<file path="config.mk">
export PLATFORM = sky130hd
export DESIGN_NAME = serial_shifter
export DESIGN_NICKNAME = d
export VERILOG_FILES = /design/src/rtl/serial_shifter.sv
export SDC_FILE = /design/constraint.sdc
export NUM_CORES = 1
export LEC_CHECK = 0
export CAP_MARGIN = 20
export CORE_ASPECT_RATIO = 0.9
export CORE_MARGIN = 10
export CORE_UTILIZATION = 44
export CTS_CLUSTER_SIZE = 14
export DETAILED_ROUTE_END_ITERATION = 6
export PLACE_DENSITY = 0.83
export SYNTH_ARGS = -nofsm -noshare
export SYNTH_HDL_FRONTEND = slang
export SYNTH_SLANG_ARGS = --single-unit
</file>
<file path="constraint.sdc">
create_clock -name clk -period 2.2 [get_ports clk]
set_input_delay 0.44 -clock clk [delete_from_list [all_inputs] [get_ports clk]]
set_output_delay 0.44 -clock clk [all_outputs]
set_load 0.02 [all_outputs]
</file>
<file path="src/rtl/serial_shifter.sv">
// serial_shifter: multi-cycle SLL/SRL/SRA unit on the ALU operand-B path.
// Shifts one bit per clock using a start/busy/done handshake.
//   clk    : rising-edge clock
//   rst_n  : asynchronous active-low reset
//   start  : request, accepted in IDLE or DONE
//   op     : 00=SLL 01=SRL 10=SRA 11=SLL
//   op_a   : value to shift
//   op_b   : shift amount source, only op_b[SHAMT_W-1:0] is used
//   busy   : high while shifting
//   done   : one-cycle result-valid pulse
//   result : shifted value, held until the next completion
module serial_shifter #(
  parameter int unsigned XLEN    = 32,
  parameter int unsigned SHAMT_W = 5
) (
  input  logic            clk,
  input  logic            rst_n,
  input  logic            start,
  input  logic [1:0]      op,
  input  logic [XLEN-1:0] op_a,
  input  logic [XLEN-1:0] op_b,
  output logic            busy,
  output logic            done,
  output logic [XLEN-1:0] result
);

  typedef enum logic [1:0] {
    S_IDLE  = 2'b00,
    S_SHIFT = 2'b01,
    S_DONE  = 2'b10
  } state_e;

  typedef enum logic [1:0] {
    OP_SLL = 2'b00,
    OP_SRL = 2'b01,
    OP_SRA = 2'b10,
    OP_RSV = 2'b11
  } op_e;

  state_e               state_q, state_d;
  op_e                  op_q, op_d;
  logic [XLEN-1:0]      acc_q, acc_d;
  logic [SHAMT_W-1:0]   cnt_q, cnt_d;
  logic [XLEN-1:0]      result_q, result_d;
  logic                 busy_q, done_q;

  always_comb begin
    state_d  = state_q;
    op_d     = op_q;
    acc_d    = acc_q;
    cnt_d    = cnt_q;
    result_d = result_q;
    case (state_q)
      S_IDLE, S_DONE: begin
        if (start) begin
          state_d = S_SHIFT;
          acc_d   = op_a;
          cnt_d   = op_b[SHAMT_W-1:0];
          op_d    = op_e'(op);
        end else begin
          state_d = S_IDLE;
        end
      end
      S_SHIFT: begin
        if (cnt_q == '0) begin
          result_d = acc_q;
          state_d  = S_DONE;
        end else begin
          cnt_d = cnt_q - SHAMT_W'(1);
          case (op_q)
            OP_SRL:  acc_d = {1'b0, acc_q[XLEN-1:1]};
            OP_SRA:  acc_d = {acc_q[XLEN-1], acc_q[XLEN-1:1]};
            default: acc_d = {acc_q[XLEN-2:0], 1'b0};
          endcase
        end
      end
      default: state_d = S_IDLE;
    endcase
  end

  // busy/done are registered from the next state so they track state exactly
  always_ff @(posedge clk or negedge rst_n) begin
    if (!rst_n) begin
      state_q  <= S_IDLE;
      op_q     <= OP_SLL;
      acc_q    <= '0;
      cnt_q    <= '0;
      result_q <= '0;
      busy_q   <= 1'b0;
      done_q   <= 1'b0;
    end else begin
      state_q  <= state_d;
      op_q     <= op_d;
      acc_q    <= acc_d;
      cnt_q    <= cnt_d;
      result_q <= result_d;
      busy_q   <= (state_d == S_SHIFT);
      done_q   <= (state_d == S_DONE);
    end
  end

  assign busy   = busy_q;
  assign done   = done_q;
  assign result = result_q;

endmodule

</file>
==> run metrics <==
outcome finished, final reports clean; setup TNS 0 ns; Leak ~2.2 nW; Netlist cell types 31; WL final roughly 9.9 mm; Slew HR 0.706; Clock Sinks between 70 and 80; setup violators final 0; DRC 0; CP max stage delay 0.49 ns; # IOs 103; Starting Density 0.453; Fin. Hold Viols 0; worst-path maximum fanout 19; Clock Path Buffers 2; Net Sw Power 3.33 mW; post-route ant nets 0; first-pass GRT wire length roughly 16 mm; vias in the first global route about 3000; router iterations before antenna repair 5; CP cell instances inv_1 > ha_1 > or4b_4 > or2_2 > buf_12 > mux2_4; syn_nets about 420; Pint 4.79 mW; sequential share of power 0.329; Slew @ Worst Pin approximately 0.44 ns; htree depth 3; clock share of power 0.125; peak supply drop 0.00105 V; clk slew on worst S/H paths 0.08 ns; Worst EP arrival 2.36 ns; EDFF count, synth 0; Switching Share 0.410; remaining global-route overflow 0; largest net degree at the start of global routing 74; fmax between 400 and 500 MHz; clock root buffer clkbuf_8; worst hold path class in -> async; post-synthesis sequential area ratio 0.484; via count 3148; Final Slew Violations 0; final instance area about 5000 um2; required time of the critical path ~2.4 ns; Finished Layout Cells 540; Power Dens Cells about 1600 nW/um2; mean post-synth cell area 11.1 um2; row cnt 32; Final WS setup 0.0709 ns; Max stage delay cell, worst path or4b_4; Die Footprint between 10000 and 15000 um2; Logic pwr share 0.546; WP buf/inv 2; Synth Warn # 0; maxcap violations 0; Initial DRC Count between 200 and 300; crit path launch cnt_q[0]$_DFFE_PN0P_; ANT cells 0; Worst Skew about 0.018 ns; Hold WS around 0.42 ns; total power between 8 and 9 mW; worst reg2reg path startpoint cnt_q[0]$_DFFE_PN0P_; dpl hpwl between 6 and 7 mm; Nets slightly below 500; primary flip-flop cell chosen by synthesis mapping dfrtp_1; GR Util All Layers 0.148; die span in y roughly 110 um; final core utilization 0.583; Critical Path Sink Type register; CP delay by family, top simple AND/OR/NAND/NOR gates; CP Launch Type register; RSZ-0062 raised after global routing false; WL/cell between 15 and 20 um; chip width roughly 120 um; PortBufs between 70 and 80; CTS tree done; Area Overhead vs Synth 28.7%; clock latency on the worst-skew pair ~0.35 ns; Final Wtd Congestion between 0.7 and 0.8; Placement Cell Area around 4800 um2; critical path class reg -> reg; post-CTS setup buffers 0; pre-CTS WS 0.00709 ns; core area about 8600 um2; fraction of layout cells with a size suffix above 1 0.173; Tmin final about 2.1 ns; Post-Synthesis Cells around 350; number of buffers created by CTS 9; Mapped Area 3880 um2; initial antenna violation count 0; dpl cells 523; Synth Register Bits between 70 and 80; fillers 711; vias per cell 5.83; part of the cycle the worst path needs 0.968; ys async rst share 1.00
==> area by class of cell <==
class,count,area [um2],area share
timing repair buffer,93,943,0.189
clock inverter,5,53.8,0.0108
multi-input combinational,227,1800,0.361
clock buffer,11,131,0.0263
tap,119,149,0.0298
sequential,75,1880,0.376
inverter,10,37.5,0.00752
==> final timing paths <==
check                                          to  slack [ns]  cells after the start
max                         result[3]$_DFFE_PN0P_        0.07                      6
min                        result[25]$_DFFE_PN0P_        0.42                      2
max reg2reg                 result[3]$_DFFE_PN0P_        0.07                      6
min reg2reg                 result[1]$_DFFE_PN0P_        0.50                      1
max in group asynchronous   acc_q[20]$_DFFE_PN0P_        1.22                      3
min in group clk            result[1]$_DFFE_PN0P_        0.50                      1
==> cell families (layout without fill, tap and decap cells) <==
group	after synthesis	in the layout	synth area share
buf+inv	49	119	0.0567
fa+ha+maj	3	3	0.00967
flops	75	75	0.484
simple gates	82	82	0.148
mux	36	36	0.131
compound gates	106	106	0.172
==> synth_stat cells (3+ instances only) <==
| library cell | number | area share |
|---|---|---|
| nand3_1 | 31 | 0.040 |
| clkbuf_1 | 30 | 0.029 |
| mux2_2 | 5 | 0.015 |
| o22ai_1 | 3 | 0.0048 |
| a211oi_1 | 31 | 0.060 |
| a21oi_1 | 32 | 0.041 |
| mux2_4 | 28 | 0.11 |
| nor2_1 | 4 | 0.0039 |
| ha_1 | 3 | 0.0097 |
| buf_2 | 5 | 0.0064 |
| o21ai_0 | 5 | 0.0064 |
| nand2_1 | 5 | 0.0048 |
| and4b_1 | 30 | 0.077 |
| mux2i_1 | 3 | 0.0077 |
| a31oi_1 | 31 | 0.050 |
| buf_6 | 4 | 0.012 |
| inv_1 | 9 | 0.0087 |
| dfrtp_1 | 75 | 0.48 |
==> timing repair <==
action	4_1_cts	5_1_grt
endpoints found under the setup margin	0	31
hold buffers	1	0
resized for setup	0	4
endpoints found under the hold margin	2	0
==> power by group through the flow <==
stage | sequential (mW) | clock, mW | combinational (mW)
final | 2.68 | 1.01 | 4.44
after global routing | 2.77 | 1.10 | 4.83
after CTS | 2.66 | 1.04 | 4.43
after detailed placement | 2.69 | 0 | 4.40
after global placement | 2.64 | 0 | 4.25
after floorplan | 2.89 | 0 | 2.70
==> registers in the layout, indices dropped and copies added (netlist names) <==
signal,cells
acc_q,32
busy,1
cnt_q,5
done,1
op_q,2
result,32
state_q,2
==> cells in the final DEF, fill, tap and decap left out, types with 4 or more instances in the layout <==
| cell | instances |
|---|---|
| o21ai_0 | 5 |
| a21oi_1 | 31 |
| a211oi_1 | 31 |
| nand3_1 | 31 |
| mux2_2 | 5 |
| clkdlybuf4s50_1 | 74 |
| nand2_1 | 5 |
| and4b_1 | 30 |
| buf_4 | 13 |
| a31oi_1 | 31 |
| dfrtp_1 | 75 |
| clkbuf_8 | 9 |
| nor2_1 | 4 |
| inv_1 | 9 |
| mux2_4 | 28 |
| buf_12 | 4 |
==> routing by layer <==
metal,vias up,wire length (um),global-route usage
li1,1468,-,-
met1,1529,4270,0.195
met2,146,4680,0.230
met3,5,885,0.0568
met4,0,38,0.0287
met5,-,0,0
Note: power is estimated with default switching activity, not from simulation.
